--- src/rtl/ibuffer_warp_fifo.sv ---
// ibuffer_warp_fifo: per-warp instruction buffer holding decoded control-signal
// words between the serializer and the issue stage. It is a circular FIFO of
// DEPTH entries with flush support.
// Optional feature: define IBUFFER_BYPASS_EN so that a word arriving at an
// empty buffer is presented to issue in the same cycle.
module ibuffer_warp_fifo #(
    parameter int BUFFER_WIDTH = 155,
    parameter int DEPTH        = 4
) (
    input  logic                       clk,
    input  logic                       rst,
    input  logic                       flush_i,
    input  logic                       in_valid_i,
    output logic                       in_ready_o,
    input  logic [BUFFER_WIDTH-1:0]    in_data_i,
    output logic                       out_valid_o,
    input  logic                       out_ready_i,
    output logic [BUFFER_WIDTH-1:0]    out_data_o,
    output logic [$clog2(DEPTH+1)-1:0] count_o,
    output logic                       empty_o,
    output logic                       full_o
);

    localparam int PTR_W = $clog2(DEPTH);
    localparam int CNT_W = $clog2(DEPTH+1);

    localparam logic [PTR_W-1:0] PTR_ONE  = PTR_W'(1);
    localparam logic [CNT_W-1:0] CNT_ONE  = CNT_W'(1);
    localparam logic [CNT_W-1:0] CNT_FULL = CNT_W'(DEPTH);

    logic [BUFFER_WIDTH-1:0] mem_q [DEPTH];

    logic [PTR_W-1:0] wrPtr_q, wrPtr_d;
    logic [PTR_W-1:0] rdPtr_q, rdPtr_d;
    logic [CNT_W-1:0] count_q, count_d;

    logic pushEn;
    logic popEn;

    assign count_o    = count_q;
    assign empty_o    = (count_q == '0);
    assign full_o     = (count_q == CNT_FULL);
    assign in_ready_o = !full_o && !flush_i;

`ifdef IBUFFER_BYPASS_EN
    logic bypassShow;

    // An incoming word at an empty buffer is shown to issue directly.
    assign bypassShow  = empty_o && in_valid_i && !flush_i;
    assign out_valid_o = (!empty_o && !flush_i) || bypassShow;
    assign out_data_o  = bypassShow ? in_data_i : mem_q[rdPtr_q];
`else
    assign out_valid_o = !empty_o && !flush_i;
    assign out_data_o  = mem_q[rdPtr_q];
`endif

    // Handshake decode; a bypassed word taken by issue never touches storage.
    always_comb begin
        pushEn = in_valid_i && in_ready_o;
        popEn  = out_valid_o && out_ready_i;
`ifdef IBUFFER_BYPASS_EN
        if (bypassShow && out_ready_i) begin
            pushEn = 1'b0;
            popEn  = 1'b0;
        end
`endif
    end

    // Next pointer/count values; flush empties the buffer and beats push/pop.
    always_comb begin
        wrPtr_d = wrPtr_q;
        rdPtr_d = rdPtr_q;
        count_d = count_q;
        if (flush_i) begin
            wrPtr_d = '0;
            rdPtr_d = '0;
            count_d = '0;
        end else begin
            if (pushEn) begin
                wrPtr_d = wrPtr_q + PTR_ONE;
            end
            if (popEn) begin
                rdPtr_d = rdPtr_q + PTR_ONE;
            end
            if (pushEn && !popEn) begin
                count_d = count_q + CNT_ONE;
            end else if (popEn && !pushEn) begin
                count_d = count_q - CNT_ONE;
            end
        end
    end

    // Pointer and occupancy registers.
    always_ff @(posedge clk) begin
        if (rst) begin
            wrPtr_q <= '0;
            rdPtr_q <= '0;
            count_q <= '0;
        end else begin
            wrPtr_q <= wrPtr_d;
            rdPtr_q <= rdPtr_d;
            count_q <= count_d;
        end
    end

    // Entry storage; cleared on reset so the head word is never X.
    always_ff @(posedge clk) begin
        if (rst) begin
            for (int i = 0; i < DEPTH; i++) begin
                mem_q[i] <= '0;
            end
        end else if (pushEn) begin
            mem_q[wrPtr_q] <= in_data_i;
        end
    end

endmodule

--- config.mk ---
export PLATFORM = sky130hd
export DESIGN_NAME = ibuffer_warp_fifo
export DESIGN_NICKNAME = d
export VERILOG_FILES = /design/src/rtl/ibuffer_warp_fifo.sv
export SDC_FILE = /design/constraint.sdc
export NUM_CORES = 1
export LEC_CHECK = 0
export CORE_UTILIZATION = 29
export CTS_BUF_LIST = sky130_fd_sc_hd__clkbuf_4
export DETAILED_ROUTE_END_ITERATION = 6
export PLACE_DENSITY = 0.49
export RECOVER_POWER = 100
export SLEW_MARGIN = 20
export SYNTH_ARGS = -nofsm -noshare
export SYNTH_HDL_FRONTEND = slang
export SYNTH_SLANG_ARGS = --single-unit
--- constraint.sdc ---
create_clock -name clk -period 6.8 [get_ports clk]
set_input_delay 1.02 -clock clk [delete_from_list [all_inputs] [get_ports clk]]
set_output_delay 1.02 -clock clk [all_outputs]
set_load 0.05 [all_outputs]
==> results.tsv, run 1 <==
metric	value	unit
synth_nets	1762	
die_w	308.7	um
io_pins	322	
synth.distinct_cells	34	
drtIter0Drc	984	
clkTransAtPathRegs	0.06	ns
dr.pass1.iters	4	
die_h	308.7	um
fin_crit	5.432	ns
critPathBufInv	2	
synth-xor-area-share	0.1285	%
clock_latency	1.02	ns
dp_hpwl	38.14	mm
cp.arrival	4.41	ns
drtAntennaViolNets	0	
fin_nets	2130	
worstSetupStartpointType	flop	
hold_viol	0	
final_core_util	36.25	%
rows	112	
cts_tree	done	
synthSimpleGateAreaFrac	15.07	%
wire_per_inst	21.91	um
synth_edf_count	620	
critPathMaxStageDelay	1.28	ns
fillCellCount	8909	
drt_wl_total	73.36	mm
htree_levels	4	
syn_avg_cell_area	17.05	um^2
p_switching	2.254	mW
synth_top_flop_cell	edfxtp_1	
grt_usage	15.44	%
synth_top_cell_by_area	edfxtp_1	
p_comb_share	10.6	%
synth_top_area_share	68.26	%
post-route-period-util	79.88	%
start_util	29.27	%
worstPathMaxFanout	85	
ys_ff_latch	629	
synthesis.instances	1600	
async_flop_share	0	%
synth_compound_area_share	0.2661	%
intPower	6.587	mW
vias	15930	
violations	max-capacitance violations, max-slew violations	
ys_warn_count	0	
grt_max_degree	300	
grt_pass1_wl	107.7	mm
criticalPathCategory	flop to output port	
pwr-share-clk	38.5	%
fin_tns_setup	0	ns
cts_setup_buffers	0	
cts.path.max_buffers	3	
synth_fa_ha_area_share	0.1193	%
p_leak	13.54	nW
outcome	complete, but fails checks	
cts.sinks	629	
setup_viol	0	
crit_path_end_kind	output port	
cts_hold_buffers	0	
crit_family	buffers and inverters	
areaGrowthSynthToFinish	23.86	%
vias_per_cell	4.757	
cp_slowest_cell	clkbuf_4	
finalWorstSetupSlack	1.368	ns
relSlewSlack	-186.2	%
synth_area_leaders	edfxtp_1 68%, mux4_2 13%, and3_1 8.9%	
max_freq	184.1	MHz
cts_made_buffers	175	
skew	0.04171	ns
power.density	261.7	mW/mm^2
hold_slack	0.5306	ns
synth_mux_area_share	12.84	%
ir_worst_vdd	0.1150	mV
pwr-share-seq	50.9	%
synth_top_family_by_area	simple AND/OR/NAND/NOR gates	
finalMaxSlewViolations	1219	
layout_common_cells	620 x edfxtp_1, 389 x and3_1, 261 x clkbuf_4, 165 x clkdlybuf4s50_1, 156 x dlygate4sd3_1	
drive_gt1_share	25.36	%
numPortBuffers	321	
gp_congestion	0.6993	
synth.yosys.seq_area_share	68.92	%
syn-cell-area	0.02727	mm^2
cts.repair.resized	0	
grt_pass1_vias	16680	
cp.required	5.78	ns
die_area	0.09528	mm^2
swShare	25.50	%
final_common_cell	edfxtp_1	
hold_class	flop to flop	
antenna_found_initial	10	
rsz0062_at_grt	false	
coreArea	0.09319	mm^2
drc	0	
overflow	0	
place_ws	2.788	ns
crit_chain	clkbuf_4, mux4_2, dlygate4sd3_1	
cap_viol_max_count	14	
cts_root_buf	clkbuf_4	
worst_pin_slew	4.293	ns
[synth_stat cells, types with 2 or more instances]
library cell / number
a21o_1: 4
nor2b_1: 2
buf_1: 2
nand2_1: 2
xor2_1: 4
clkbuf_1: 72
edfxtp_1: 620
and3_1: 389
buf_2: 22
and2_1: 155
or2_2: 2
and3_2: 76
dfxtp_1: 9
buf_6: 6
clkbuf_2: 53
nor2_1: 10
mux4_2: 155
[power by group through the flow]
stage                     Clock [mW]  Combinational [mW]  Sequential (mW)
after global placement             0               0.982             4.57
final                           3.40               0.937             4.50
after detailed placement           0               0.987             4.58
after CTS                       3.54               0.990             4.50
after floorplan                    0               0.574             4.58
after global routing            3.73               0.992             4.52
[flip-flops by register name, summed over array words and instances (netlist names), named ones only]
| signal | count |
|---|---|
| rdPtr_q | 2 |
| count_o | 3 |
| wrPtr_q | 2 |
| mem_q | 620 |
[final timing paths]
path / start / endpoint / slack, ns / cells after the start
setup / recovery: flop / out_data_o[12] / 1.37 / 3
hold / removal: rdPtr_q[1]$_SDFFE_PP0P_ / rdPtr_q[1]$_SDFFE_PP0P_ / 0.53 / 2
setup reg to reg: count_o[0]$_SDFFE_PP0P_ / mem_q[1][98]$_SDFFCE_PN0P_ / 1.47 / 4
hold reg to reg: rdPtr_q[1]$_SDFFE_PP0P_ / rdPtr_q[1]$_SDFFE_PP0P_ / 0.53 / 2
[worst reg2reg max path, stage by stage, from the launching register on]
cell,delay [ns]
dfxtp_1,0.50
nor3b_1,0.22
nor2_1,0.36
a21o_1,1.40
clkbuf_2,2.09
[metrics by stage]
step                area, um^2  power [mW]  instances
finish                   33780       8.840       3349
global route             33780       9.236       3347
CTS                      33860       9.030       3341
detailed placement       31670       5.566       3042
global placement         31670       5.549       3042
floorplan                27270       5.156       1600
[layout make-up]
class,count,area (um^2),share of cell area [%]
antenna,5,12.51,0.03704
clock inverter,40,241.5,0.7148
timing repair buffer,346,3452,10.22
inverter,1,3.754,0.01111
sequential,629,18800,55.66
multi-input combinational,815,7755,22.96
clock buffer,259,1944,5.756
tap,1254,1569,4.645
[kinds of logic (layout without fill, tap and decap cells)]
kind of cell             after synthesis  count (layout)
XOR/XNOR                               4               4
buffers and inverters                156             646
other                                  0               5
multiplexers                         156             156
AO/OA/AOI/OAI                         10              10
adder cells (fa/ha/maj)                2               2
AND/OR/NAND/NOR                      643             643
flip-flops                           629             629
[routing by layer]
metal,wire (um),global-route usage (%),vias to the layer above,part of all wire (%)
met4,1474,5.808,12,2.0
met1,31400,19.64,8181,43
met2,36140,25.02,438,49
met3,4258,4.261,121,5.8
met5,80,0,-,0.11
li1,-,-,7179,-
No activity file was read; power rests on OpenSTA's default activity.
==> run 2, diff against run 1 <==
==> constraint.sdc (replaced) <==
create_clock -name clk -period 5.3 [get_ports clk]
set_input_delay 0.795 -clock clk [delete_from_list [all_inputs] [get_ports clk]]
set_output_delay 0.795 -clock clk [all_outputs]
set_load 0.05 [all_outputs]
==> run 2 against run 1 <==
- clock-buffer cell count increased by 4
- die area is the same
- the flow still finishes with violations (max-capacitance violations, max-slew violations)
- critical path depth stayed put
- largest power group unchanged
- sequential power grew 28%
- critical endpoint is now out_data_o[11]
- highest routed layer unchanged
==> results.tsv, run 2 (synthesis gave the netlist of run 1 again) <==
metric	value	unit	change
outcome	complete, but fails checks		unchanged
violations	max-capacitance violations, max-slew violations		unchanged
drive_gt1_share	25.59	%	was 25.36%
use_met1	19.49	%	was 19.64%
overflow	0		unchanged
place_ws	1.754	ns	was 2.788 ns
fin_tns_setup	0	ns	unchanged
criticalPathCategory	flop to output port		unchanged
drc	0		unchanged
relSlewSlack	-107.3	%	was -186.2%
grt_use_met2	24.88	%	was 25.02%
finalWorstSetupSlack	0.6397	ns	was 1.368 ns
finalNonFillerCells	3365		was 3349
crit_chain	buf_4, mux4_2, dlygate4sd3_1		was clkbuf_4, mux4_2, dlygate4sd3_1
largest_reg_flops	620		unchanged
hold_viol	0		unchanged
setup_viol	0		unchanged
gp_congestion	0.7118		was 0.6993
dpl.cell_count	3051		was 3042
drt_wl_total	73.23	mm	was 73.36 mm
cts_tree	done		unchanged
fin_nets	2139		was 2130
skew	0.08394	ns	was 0.04171 ns
clock_latency	1.04	ns	was 1.02 ns
htree_levels	4		unchanged
ir_worst_vdd	0.1517	mV	was 0.1150 mV
dp_hpwl	38.59	mm	was 38.14 mm
hold_class	input pin to flop		was flop to flop
areaGrowthSynthToFinish	24.12	%	was 23.86%
vias	16040		was 15.93k
vias_per_cell	4.768		was 4.757
crit_path_end_kind	output port		unchanged
wire_per_inst	21.76	um	was 21.91 um
grt_usage	15.37	%	was 15.44%
clkTransAtPathRegs	0.06	ns	about the same
cp.required	4.51	ns	was 5.78 ns
worstSetupStartpointType	flop		unchanged
max_freq	214.6	MHz	
worst_pin_slew	3.110	ns	was 4.293 ns
cts.sinks	629		unchanged
drtAntennaViolNets	0		unchanged
rows	112		unchanged
worstPathMaxFanout	23		was 85
antenna_found_initial	11		was 10
numPortBuffers	321		unchanged
gr-max-usage-layer	met2		unchanged
die_h	308.7	um	unchanged
cts_made_buffers	178		was 175
grt_use_met3	4.460	%	was 4.261%
cp.arrival	3.87	ns	was 4.41 ns
grt_pass1_vias	16960		was 16.68k
rsz0062_at_grt	false		unchanged
io_pins	322		unchanged
cap_viol_max_count	12		was 14
start_util	29.27	%	unchanged
fillCellCount	8892		was 8909
dr.pass1.iters	5		was 4
power.density	334.9	mW/mm^2	was 261.7 mW/mm^2
cts.repair.resized	0		unchanged
cts.path.max_buffers	3		unchanged
dpl-instance-area	0.03184	mm^2	was 0.03167 mm^2
cts_setup_buffers	0		unchanged
drtIter0Drc	847		was 984
regMostFlops	mem_q		unchanged
die_area	0.09528	mm^2	unchanged
final_common_cell	edfxtp_1		unchanged
coreArea	0.09319	mm^2	unchanged
cts_root_buf	clkbuf_4		unchanged
finalMaxSlewViolations	1104		was 1219
die_w	308.7	um	unchanged
fin_area	0.03385	mm^2	was 0.03378 mm^2
cts_hold_buffers	0		unchanged
post-route-period-util	87.93	%	
grt_max_degree	290		was 300
layout_common_cells	620 x edfxtp_1, 389 x and3_1, 265 x clkbuf_4, 181 x clkdlybuf4s50_1, 155 x mux4_2		was 620 x edfxtp_1, 389 x and3_1, 261 x clkbuf_4, 165 x clkdlybuf4s50_1, 156 x dlygate4sd3_1
cp_slowest_cell	dfxtp_2		was clkbuf_4
grt_pass1_wl	107.6	mm	was 107.7 mm
p_leak	13.55	nW	was 13.54 nW
fin_crit	4.660	ns	
p_total	11.34	mW	was 8.840 mW
critPathMaxStageDelay	0.97	ns	was 1.28 ns
run 2: cell types whose count changed in the layout (fill, tap and decap cells not counted), moves of 4 or more:
cell             before  now
buf_12                5    9
clkdlybuf4s50_1     165  181
dlygate4sd3_1       156  140
clkbuf_4            261  265
diode_2               5    9
run 2: metrics by stage:
step | util (%) | hold WS, ns
final | 36.33 | 0.4726
after global routing | 36.32 | 0.3459
after CTS | 36.51 | 0.3247
after detailed placement | 34.17 | 0.5260
after global placement | 34.17 | 0.5185
after floorplan | - | 0.4643
run 2: area by class of cell:
| cell class | instances | area [um^2] | share of cell area [%] |
|---|---|---|---|
| antenna | 9 | 22.52 | 0.06653 |
| clock buffer | 263 | 1974 | 5.833 |
| multi-input combinational | 815 | 7751 | 22.90 |
| clock inverter | 42 | 212.7 | 0.6283 |
| tap | 1254 | 1569 | 4.635 |
| sequential | 629 | 18800 | 55.55 |
| inverter | 1 | 3.754 | 0.01109 |
| timing repair buffer | 352 | 3515 | 10.38 |
run 2: metal layers:
metal,part of all wire [%],wire length [um],vias up
met1,43,31680,8282
met4,2.2,1642,12
met5,0.11,78,-
met2,49,35780,414
met3,5.5,4047,146
li1,-,-,7189
run 2: worst paths after layout:
kind | from | end | slack (ns) | cells after the start
max | flop | out_data_o[11] | 0.64 | 3
min | in_data_i[21] | mem_q[3][21]$_DFFE_PP_ | 0.47 | 2
max reg2reg | count_o[0]$_SDFFE_PP0P_ | mem_q[0][66]$_SDFFCE_PN0P_ | 0.76 | 4
min reg2reg | rdPtr_q[0]$_SDFFE_PP0P_ | rdPtr_q[0]$_SDFFE_PP0P_ | 0.54 | 2
run 2: power breakdown:
part	switching [mW]	internal, mW	leakage (nW)
Clock	2.09	2.26	1.30
Sequential	0.0609	5.72	6.52
Combinational	0.783	0.420	5.72
Total	2.94	8.40	13.5
run 2: worst max-delay path, delay by kind of cell, from the launching register on:
family                 cells  cell delay [ns]
buffers and inverters      2             1.27
flip-flops                 1             0.97
multiplexers               1             0.55
